### src/rtl/linear_interp_pkg.sv
// Shared definitions for the inverse linear interpolator: FSM state
// encoding, derived operand widths and the divide-iteration count.
package linear_interp_pkg;

    typedef enum logic [2:0] {
        IDLE,
        PREP,
        DIV,
        FIX,
        DONE
    } state_t;

    localparam int LI_DATA_WIDTH = 16;

    // Width of a signed difference of two unsigned operands
    function automatic int delta_width(input int dw);
        return dw + 1;
    endfunction

    // Width of the signed product and of the signed result sum
    function automatic int prod_width(input int dw);
        return 2 * dw + 2;
    endfunction

    // Width of the unsigned dividend magnitude and of the quotient
    function automatic int quot_width(input int dw);
        return 2 * dw;
    endfunction

    // One quotient bit per cycle, so one iteration per quotient bit
    function automatic int div_iterations(input int dw);
        return quot_width(dw);
    endfunction

    localparam int DELTA_W   = delta_width(LI_DATA_WIDTH);
    localparam int PROD_W    = prod_width(LI_DATA_WIDTH);
    localparam int QUOT_W    = quot_width(LI_DATA_WIDTH);
    localparam int DIV_ITERS = div_iterations(LI_DATA_WIDTH);

endpackage

### src/rtl/seq_restoring_divider.sv
// Unsigned sequential restoring divider, one quotient bit per cycle,
// MSB first. The dividend register shifts left and collects quotient bits
// at its bottom, so after DIVIDEND_W steps it holds the quotient.
// 'done' is high during the cycle whose closing edge writes the last bit.
module seq_restoring_divider #(
    parameter int DIVIDEND_W = 32,
    parameter int DIVISOR_W  = 16
) (
    input  logic                  clk,
    input  logic                  rst,
    input  logic                  start,
    input  logic [DIVIDEND_W-1:0] dividend,
    input  logic [DIVISOR_W-1:0]  divisor,
    output logic                  busy,
    output logic                  done,
    output logic [DIVIDEND_W-1:0] quotient
);

    localparam int CNT_W = $clog2(DIVIDEND_W);

    logic [DIVIDEND_W-1:0] dq_reg;
    logic [DIVISOR_W-1:0]  rem_reg;
    logic [DIVISOR_W-1:0]  divisor_reg;
    logic [CNT_W-1:0]      count;
    logic [DIVISOR_W:0]    shifted;
    logic [DIVISOR_W:0]    diff;
    logic                  fits;

    // Trial subtraction of the divisor from the shifted partial remainder
    always_comb begin
        shifted = {rem_reg, dq_reg[DIVIDEND_W-1]};
        diff    = shifted - {1'b0, divisor_reg};
        fits    = ~diff[DIVISOR_W];
    end

    assign done     = busy && (count == CNT_W'(DIVIDEND_W - 1));
    assign quotient = dq_reg;

    // Load on start, then restore-or-keep one quotient bit per cycle
    always_ff @(posedge clk or posedge rst) begin
        if (rst) begin
            dq_reg      <= '0;
            rem_reg     <= '0;
            divisor_reg <= '0;
            count       <= '0;
            busy        <= 1'b0;
        end else if (start) begin
            dq_reg      <= dividend;
            rem_reg     <= '0;
            divisor_reg <= divisor;
            count       <= '0;
            busy        <= 1'b1;
        end else if (busy) begin
            rem_reg <= fits ? diff[DIVISOR_W-1:0] : shifted[DIVISOR_W-1:0];
            dq_reg  <= {dq_reg[DIVIDEND_W-2:0], fits};
            count   <= count + 1'b1;
            if (done) begin
                busy <= 1'b0;
            end
        end
    end

endmodule

### src/rtl/linear_inverse_interp.sv
// Sequential inverse linear interpolator:
//   x = x0 + ((y - y0) * (x1 - x0)) / (y1 - y0), quotient truncated toward zero.
// Operands are taken apart into magnitude and sign so the divider only ever
// sees unsigned values; the sign is reapplied to the quotient before adding x0.
// Optional build macro LINEAR_INVERSE_INTERP_SAT_EN: saturate x on overflow
// instead of wrapping to DATA_WIDTH bits.
module linear_inverse_interp
    import linear_interp_pkg::*;
#(
    parameter int DATA_WIDTH = LI_DATA_WIDTH
) (
    input  logic                  clk,
    input  logic                  rst,
    input  logic                  in_valid,
    output logic                  in_ready,
    input  logic [DATA_WIDTH-1:0] x0,
    input  logic [DATA_WIDTH-1:0] y0,
    input  logic [DATA_WIDTH-1:0] x1,
    input  logic [DATA_WIDTH-1:0] y1,
    input  logic [DATA_WIDTH-1:0] y,
    output logic                  out_valid,
    input  logic                  out_ready,
    output logic [DATA_WIDTH-1:0] x,
    output logic                  div_by_zero,
    output logic                  overflow
);

    localparam int DW = DATA_WIDTH;
    localparam int PW = prod_width(DATA_WIDTH);
    localparam int QW = quot_width(DATA_WIDTH);

    state_t state, next_state;

    logic [DW-1:0] x0_q, y0_q, x1_q, y1_q, y_q;
    logic          sign_q;
    logic          dbz_q;

    logic          dx_neg, dy_neg, dn_neg;
    logic [DW-1:0] dx_mag, dy_mag, dn_mag;
    logic [QW-1:0] num_mag;
    logic          dy_zero;

    logic          div_start, div_busy, div_done;
    logic [QW-1:0] quotient;

    logic [PW-1:0] q_ext, q_val, r;
    logic          r_neg, r_high;
    logic [DW-1:0] x_next;

    // Differences as sign + magnitude; each magnitude fits DW bits, so the
    // product of magnitudes is |num| and the sign is the XOR of all three
    always_comb begin
        dx_neg  = x1_q < x0_q;
        dy_neg  = y1_q < y0_q;
        dn_neg  = y_q < y0_q;
        dx_mag  = dx_neg ? (x0_q - x1_q) : (x1_q - x0_q);
        dy_mag  = dy_neg ? (y0_q - y1_q) : (y1_q - y0_q);
        dn_mag  = dn_neg ? (y0_q - y_q) : (y_q - y0_q);
        num_mag = QW'(dn_mag) * QW'(dx_mag);
        dy_zero = (y1_q == y0_q);
    end

    assign div_start = (state == PREP) && !dy_zero;

    seq_restoring_divider #(
        .DIVIDEND_W(QW),
        .DIVISOR_W (DW)
    ) u_divider (
        .clk     (clk),
        .rst     (rst),
        .start   (div_start),
        .dividend(num_mag),
        .divisor (dy_mag),
        .busy    (div_busy),
        .done    (div_done),
        .quotient(quotient)
    );

    // Reapply the sign, add x0 at full signed width and classify the range
    always_comb begin
        q_ext  = dbz_q ? '0 : PW'(quotient);
        q_val  = sign_q ? (~q_ext + 1'b1) : q_ext;
        r      = PW'(x0_q) + q_val;
        r_neg  = r[PW-1];
        r_high = !r_neg && (|r[PW-2:DW]);
`ifdef LINEAR_INVERSE_INTERP_SAT_EN
        x_next = r_neg ? '0 : (r_high ? '1 : r[DW-1:0]);
`else
        x_next = r[DW-1:0];
`endif
    end

    // State register
    always_ff @(posedge clk or posedge rst) begin
        if (rst) begin
            state <= IDLE;
        end else begin
            state <= next_state;
        end
    end

    // Next-state logic; leaving DIV if the divider is idle avoids a lockup
    always_comb begin
        next_state = state;
        unique case (state)
            IDLE: if (in_valid)              next_state = PREP;
            PREP: next_state = dy_zero ? FIX : DIV;
            DIV:  if (div_done || !div_busy) next_state = FIX;
            FIX:  next_state = DONE;
            DONE: if (out_ready)             next_state = IDLE;
            default: next_state = IDLE;
        endcase
    end

    assign in_ready  = (state == IDLE);
    assign out_valid = (state == DONE);

    // Operand capture, sign/zero latching and registered result outputs
    always_ff @(posedge clk or posedge rst) begin
        if (rst) begin
            x0_q        <= '0;
            y0_q        <= '0;
            x1_q        <= '0;
            y1_q        <= '0;
            y_q         <= '0;
            sign_q      <= 1'b0;
            dbz_q       <= 1'b0;
            x           <= '0;
            div_by_zero <= 1'b0;
            overflow    <= 1'b0;
        end else begin
            case (state)
                IDLE: begin
                    if (in_valid) begin
                        x0_q <= x0;
                        y0_q <= y0;
                        x1_q <= x1;
                        y1_q <= y1;
                        y_q  <= y;
                    end
                end
                PREP: begin
                    sign_q <= dn_neg ^ dx_neg ^ dy_neg;
                    dbz_q  <= dy_zero;
                end
                FIX: begin
                    x           <= x_next;
                    div_by_zero <= dbz_q;
                    overflow    <= r_neg || r_high;
                end
                default: ;
            endcase
        end
    end

endmodule

### config.mk
export PLATFORM = sky130hd
export DESIGN_NAME = linear_inverse_interp
export DESIGN_NICKNAME = d
export VERILOG_FILES = /design/src/rtl/linear_interp_pkg.sv /design/src/rtl/seq_restoring_divider.sv /design/src/rtl/linear_inverse_interp.sv
export SDC_FILE = /design/constraint.sdc
export NUM_CORES = 1
export LEC_CHECK = 0
export ABC_AREA = 1
export BUFFER_PORTS_ARGS = -buffer_cell sky130_fd_sc_hd__clkbuf_2
export CAP_MARGIN = 40
export CORE_MARGIN = 5
export CORE_UTILIZATION = 28
export CTS_BUF_LIST = sky130_fd_sc_hd__clkbuf_16
export DETAILED_ROUTE_END_ITERATION = 12
export PLACE_DENSITY = 0.43
export SETUP_SLACK_MARGIN = 0.2
export SYNTH_ARGS = -nofsm -noshare
export SYNTH_HDL_FRONTEND = slang
export SYNTH_HIERARCHICAL = 1
export SYNTH_SLANG_ARGS = --single-unit
### constraint.sdc
create_clock -name clk -period 8.5 [get_ports clk]
set_input_delay 0.425 -clock clk [delete_from_list [all_inputs] [get_ports clk]]
set_output_delay 0.425 -clock clk [all_outputs]
set_load 0.02 [all_outputs]
# --- Word level (Yosys, flattened, before mapping) ---
# Index checks and enable logic that the tools add are counted.
op_classes:
  addsub: 10
  mul: 1
  order_cmp: 3
  n_eq_ne: 9
  mux: 20
  bitwise: 4
  reduce_logical: 13
ops:
  columns: ["cell", "n"]
  rows:
  - ["16-bit two-way mux", 6]
  - ["32-bit two-way mux", 3]
  - ["16-bit subtractor", 6]
  - ["16-bit < comparator", 3]
  - ["16-bit by 34-bit adder with 34-bit output", 1]
  - ["34-bit by 1-bit adder with 34-bit output (second input constant)", 1]
  - ["34-bit two-way mux", 1]
  - ["32-bit NOT with 34-bit output", 1]
  - ["16-bit by 16-bit multiplier with 32-bit output", 1]
  - ["17-bit OR reduction", 1]
  - ["17-bit by 16-bit subtractor with 17-bit output", 1]
  - ["16-bit equality test", 1]
  - ["3-bit case mux with 5 select lines", 1]
  - ["5-bit two-way mux", 2]
  - ["3-bit two-way mux", 3]
  - ["3-bit by 2-bit equality test with 1-bit output (second input constant)", 2]
  - ["5-bit by 1-bit adder with 5-bit output (second input constant)", 1]
  - ["5-bit equality test (second input constant)", 1]
  - ["1-bit two-way mux", 4]
  - ["2-bit inequality test (second input constant)", 2]
  - ["3-bit by 1-bit equality test with 1-bit output (second input constant)", 1]
  - ["3-bit equality test (second input constant)", 1]
  - ["1-bit logical AND", 3]
  - ["1-bit logical NOT", 3]
  - ["other kinds (8)", 10]
totals:
  ff_bits: 173
  out_inout_bits: 20

# --- Depth between registers and ports, before layout ---
logic_depth:
  depth_word: 8
  depth_mapped: 45
  mapped_depth_nobuf: 42

# --- By module ---
# The synthesis kept the hierarchy.
by_module_without_submodules:
  columns: ["mod", "n_inst", "cells_per_inst", "area_each_um2", "seq_area_each_um2"]
  rows:
  - ["linear_inverse_interp", 1, 2667, 19281.0, 2577.5]
  - ["seq_restoring_divider", 1, 569, 4108.9, 1751.7]

# --- Worst setup path after synthesis ---
# No wires, ideal clock.
synth_timing:
  path_kind: "flip-flop to flip-flop"
  start: "reg x0_q[0]"
  end: "reg u_divider.dq_reg[30] (netlist: u_divider/quotient[30])"
  setup_time_ns: 0.124
  arrival_ns: 7.600
  slack_ns: 0.776
  path_stages_with_launch: 39
  synth_period_minus_slack_ns: 7.724
  cell_sequence: "dfrtp_1 ha_1 fa_1 o21ai_1 nand4_1 nand2_1 nand3_1 o2111ai_2 inv_1 buf_2 or2_2 o21ai_0 buf_2 nand2_1 fa_1 fa_1 inv_1 fa_1 [... 3 more ...] fa_1 inv_1 fa_1 inv_1 ha_1 a21oi_1 o21ai_0 o21bai_1 a21boi_0 o21ai_0 a21oi_1 o21ai_0 nand2_1 nand2_1 nand2_1 nand2_1 nand2_1 nand3_1"
synth_via:
  elab_chain_cells: 4
  elab_cells_between_ends: 6
  cone_classes: "2 x add/sub; 1 x mul; 1 x order compare; 2 x mux"
synth_lines:
  columns: ["element", "line", "text"]
  rows:
  - ["from (decl)", "linear_inverse_interp.sv:34", "logic [DW-1:0] x0_q, y0_q, x1_q, y1_q, y_q;"]
  - ["from (signal assigned)", "linear_inverse_interp.sv:121", "x0_q <= '0;"]
  - ["from (signal assigned)", "linear_inverse_interp.sv:135", "x0_q <= x0;"]
  - ["16-bit subtractor or 16-bit < comparator (tied branches)", "linear_inverse_interp.sv:56, linear_inverse_interp.sv:53", null]
  - ["16-bit two-way mux *", "linear_inverse_interp.sv:56", "dx_mag = dx_neg ? (x0_q - x1_q) : (x1_q - x0_q);"]
  - ["16-bit by 16-bit multiplier with 32-bit output *", "linear_inverse_interp.sv:59", "num_mag = QW'(dn_mag) * QW'(dx_mag);"]
  - ["net num_mag[30]", "linear_inverse_interp.sv:40", "logic [QW-1:0] num_mag;"]
  - ["32-bit two-way mux *", "seq_restoring_divider.sv:47", "end else if (start) begin"]
  - ["to (signal assigned)", "seq_restoring_divider.sv:48", "dq_reg <= dividend;"]
  - ["to (signal assigned)", "seq_restoring_divider.sv:55", "dq_reg <= {dq_reg[DIVIDEND_W-2:0], fits};"]
  - ["to (decl)", "seq_restoring_divider.sv:21", "logic [DIVIDEND_W-1:0] dq_reg;"]
# Mark *: on every way through the listed nets, which the timed path passes. The rest lies on a longest branch.
# A chain may end at the register's enable or synchronous reset.

# --- Final worst setup path ---
layout_timing:
  start: "reg x0_q[3]"
  end: "reg u_divider.dq_reg[20] (netlist: u_divider/quotient[20])"
# Same word-level chain as after synthesis.

==> results.cfg <==
[worst_setup_path]
path_max_fanout = 14
cpMostUsedCell = fa_1
crit_type = register to register
worst_setup_path_end_kind = register
worst_path_max_delay_cell = fa_1
arrival_ns = 8.24
critPathMaxStageDelay_ns = 0.55
start_kind = register
crit_required_ns = 8.90

[logic_synthesis]
synth_seq_cells = 173
synthFlopType = dfrtp_1
synth_fp_nets = 3754
synth_edf_count = 0
postSynthCellCount = 3236
avgSynthCellArea_um2 = 7.23
ys_types = 61
async_flop_share_pct = 100
synthesis.area_mm2 = 0.0234
synth_warnings = 6
ys_seq_area_share_pct = 18.5

[global_route]
grt_usage_pct = 17.2
grt_pass1_wl_um = 122000
grt_max_degree = 84
antenna_found_initial = 1
grt-ovfl-total = 0
first_global_vias = 21000

[route]
vias_per_cell = 4.59
num_vias = 20600
drcViolationCount = 0
first_iter_violations = 1276
wirelength_um = 77000
wire_per_inst_um = 17.2
drt-pass1-iter-count = 5
final_antenna_net_count = 0

[cts]
numCtsBuffers = 17
cts_tree = built
root_buffer = clkbuf_16
cts_buffer_depth = 2
insertion_delay_ns = 0.49
clk_pin_slew_ns = 0.08
cts.sinks = 173
ctsHtreeMaxLevel = 4

[placed_design]
dpl_cell_area_mm2 = 0.0258
portBuffers = 103
dp_hpwl_um = 65000
gp_congestion = 0.894
pre_cts_slack_ns = 0.158

[status]
outcome = completed

[sta]
setup_slack_ns = 0.659
fmax_mhz = 128
worst_pin_slew_ns = 0.893
whs_ns = 0.0295
max_slew_margin_pct = 40.0
finClkSkew_ns = 0.0155
fin_tns_setup_ns = 0
rsz0062_at_grt = no
setup_viol = 0
slew_viol_final = 0
hold_violations = 0
period_minus_slack_ns = 7.84
min_period_over_period_pct = 92.2

[floorplanning]
io_pins = 104
initial_core_util_pct = 28.1
die_w_um = 299
num_rows = 106
core_mm2 = 0.0833
die_area_mm2 = 0.0894
dieHeight_um = 299

[worst_hold_path]
hp-class = input port to asynchronous set/reset pin

[final_layout]
diodes = 0
drive_gt1_share_pct = 11.8
postLayoutCellArea_mm2 = 0.0265
num-nets-final = 3914
fillCellCount = 9144
syn_to_final_growth_pct = 13.5
largest_reg_flops = 32

[run]
maxCapViolations = 0
==> layout by cell type (no fill, tap or decap), drive strengths merged, types with 3 or more instances in the layout <==
cell type and n:
nand2 850, inv 594, nor2 346, ha 232, a21oi 223, fa 202
dfrtp 173, o21ai 146, clkbuf 120, nand3 118, buf 114, xor2 85
xnor2 38, o211ai 22, nand4 14, a21o 14, nor3 14, a31oi 12
clkinv 9, nand3b 8, o2111ai 8, a221oi 8, o21bai 7, or2 7
mux2i 7, clkinvlp 6, o221ai 5, o21a 5, a21boi 4, mux2 3
o31ai 3
==> metal layers <==
layer | vias up | global-route usage, % | routed length [µm]
li1 | 10400 | - | -
met1 | 9879 | 25.1 | 39000
met2 | 319 | 27.6 | 34500
met3 | 43 | 2.85 | 2840
met4 | 2 | 2.44 | 670
met5 | - | 0 | 7
==> final timing paths <==
check / from / end / slack [ns] / cells past startpoint
max: x0_q[3]$_DFFE_PP0P_ / u_divider/quotient[20]$_DFFE_PP0P_ / 0.66 / 34
min: rst / y1_q[0]$_DFFE_PP0P_ / 0.03 / 2
max reg2reg: x0_q[3]$_DFFE_PP0P_ / u_divider/quotient[20]$_DFFE_PP0P_ / 0.66 / 34
min reg2reg: x[0]$_DFFE_PP0P_ / x[0]$_DFFE_PP0P_ / 0.48 / 2
max in group asynchronous: rst / x0_q[2]$_DFFE_PP0P_ / 7.39 / 4
min in group clk: y[15] / y_q[15]$_DFFE_PP0P_ / 0.15 / 2
==> metrics by stage <==
stage	util (%)	cells
floorplan	-	3236
global placement	30.9	4448
detailed placement	30.9	4451
CTS	31.6	4483
global route	31.9	4489
finish	31.9	4489
==> area by class of cell <==
type,count,area [µm²],area share [%]
tap,1080,1350,5.09
timing repair buffer,217,1450,5.44
sequential,173,4330,16.3
inverter,594,2250,8.48
clock buffer,17,425,1.60
clock inverter,15,145,0.547
multi-input combinational,2393,16600,62.5
==> what timing repair did <==
| item | 4_1_cts | 5_1_grt |
|---|---|---|
| setup buffers | 0 | 6 |
| hold buffers | 0 | 0 |
| resized for setup | 4 | 47 |
| setup endpoints to repair | 3 | 13 |
| pin swaps | 0 | 2 |
==> kinds of logic after synthesis <==
| family | count (synthesis) | share of synthesized area [%] |
|---|---|---|
| multiplexers | 10 | 0.444 |
| AO/OA/AOI/OAI | 465 | 11.4 |
| buffers and inverters | 670 | 11.1 |
| AND/OR/NAND/NOR | 1361 | 24.2 |
| flip-flops | 173 | 18.5 |
| XOR/XNOR | 123 | 4.70 |
| adder cells (fa/ha/maj) | 434 | 29.7 |
==> Yosys cell counts (all sizes together), types with 8 or more instances <==
library cell | number | share of area [%]
fa | 202 | 17
dfrtp | 173 | 19
nand3 | 118 | 2.7
a21oi | 223 | 4.8
a31oi | 12 | 0.32
xor2 | 85 | 3.2
nand3b | 8 | 0.26
a21o | 14 | 0.45
xnor2 | 38 | 1.5
o2111ai | 8 | 0.33
nor2 | 346 | 5.8
a221oi | 8 | 0.30
nor3 | 14 | 0.32
ha | 232 | 12
clkbuf | 45 | 0.73
o211ai | 22 | 0.71
inv | 588 | 9.4
o21ai | 146 | 3.3
nand2 | 850 | 14
nand4 | 14 | 0.37
buf | 31 | 0.88
==> worst max-delay path, delay by kind of cell, from the launching register on <==
family / cells / cell delay (ns)
adders and majority gates: 8 / 3.69
DFF: 1 / 0.43
buffers and inverters: 9 / 1.13
and+or+nand+nor: 6 / 0.53
xor gates and xnor gates: 2 / 0.43
AOI/OAI and AO/OA: 9 / 1.51
Power is not shown: default switching activity piles up to over one toggle a cycle in this logic, so the estimate is an artifact.
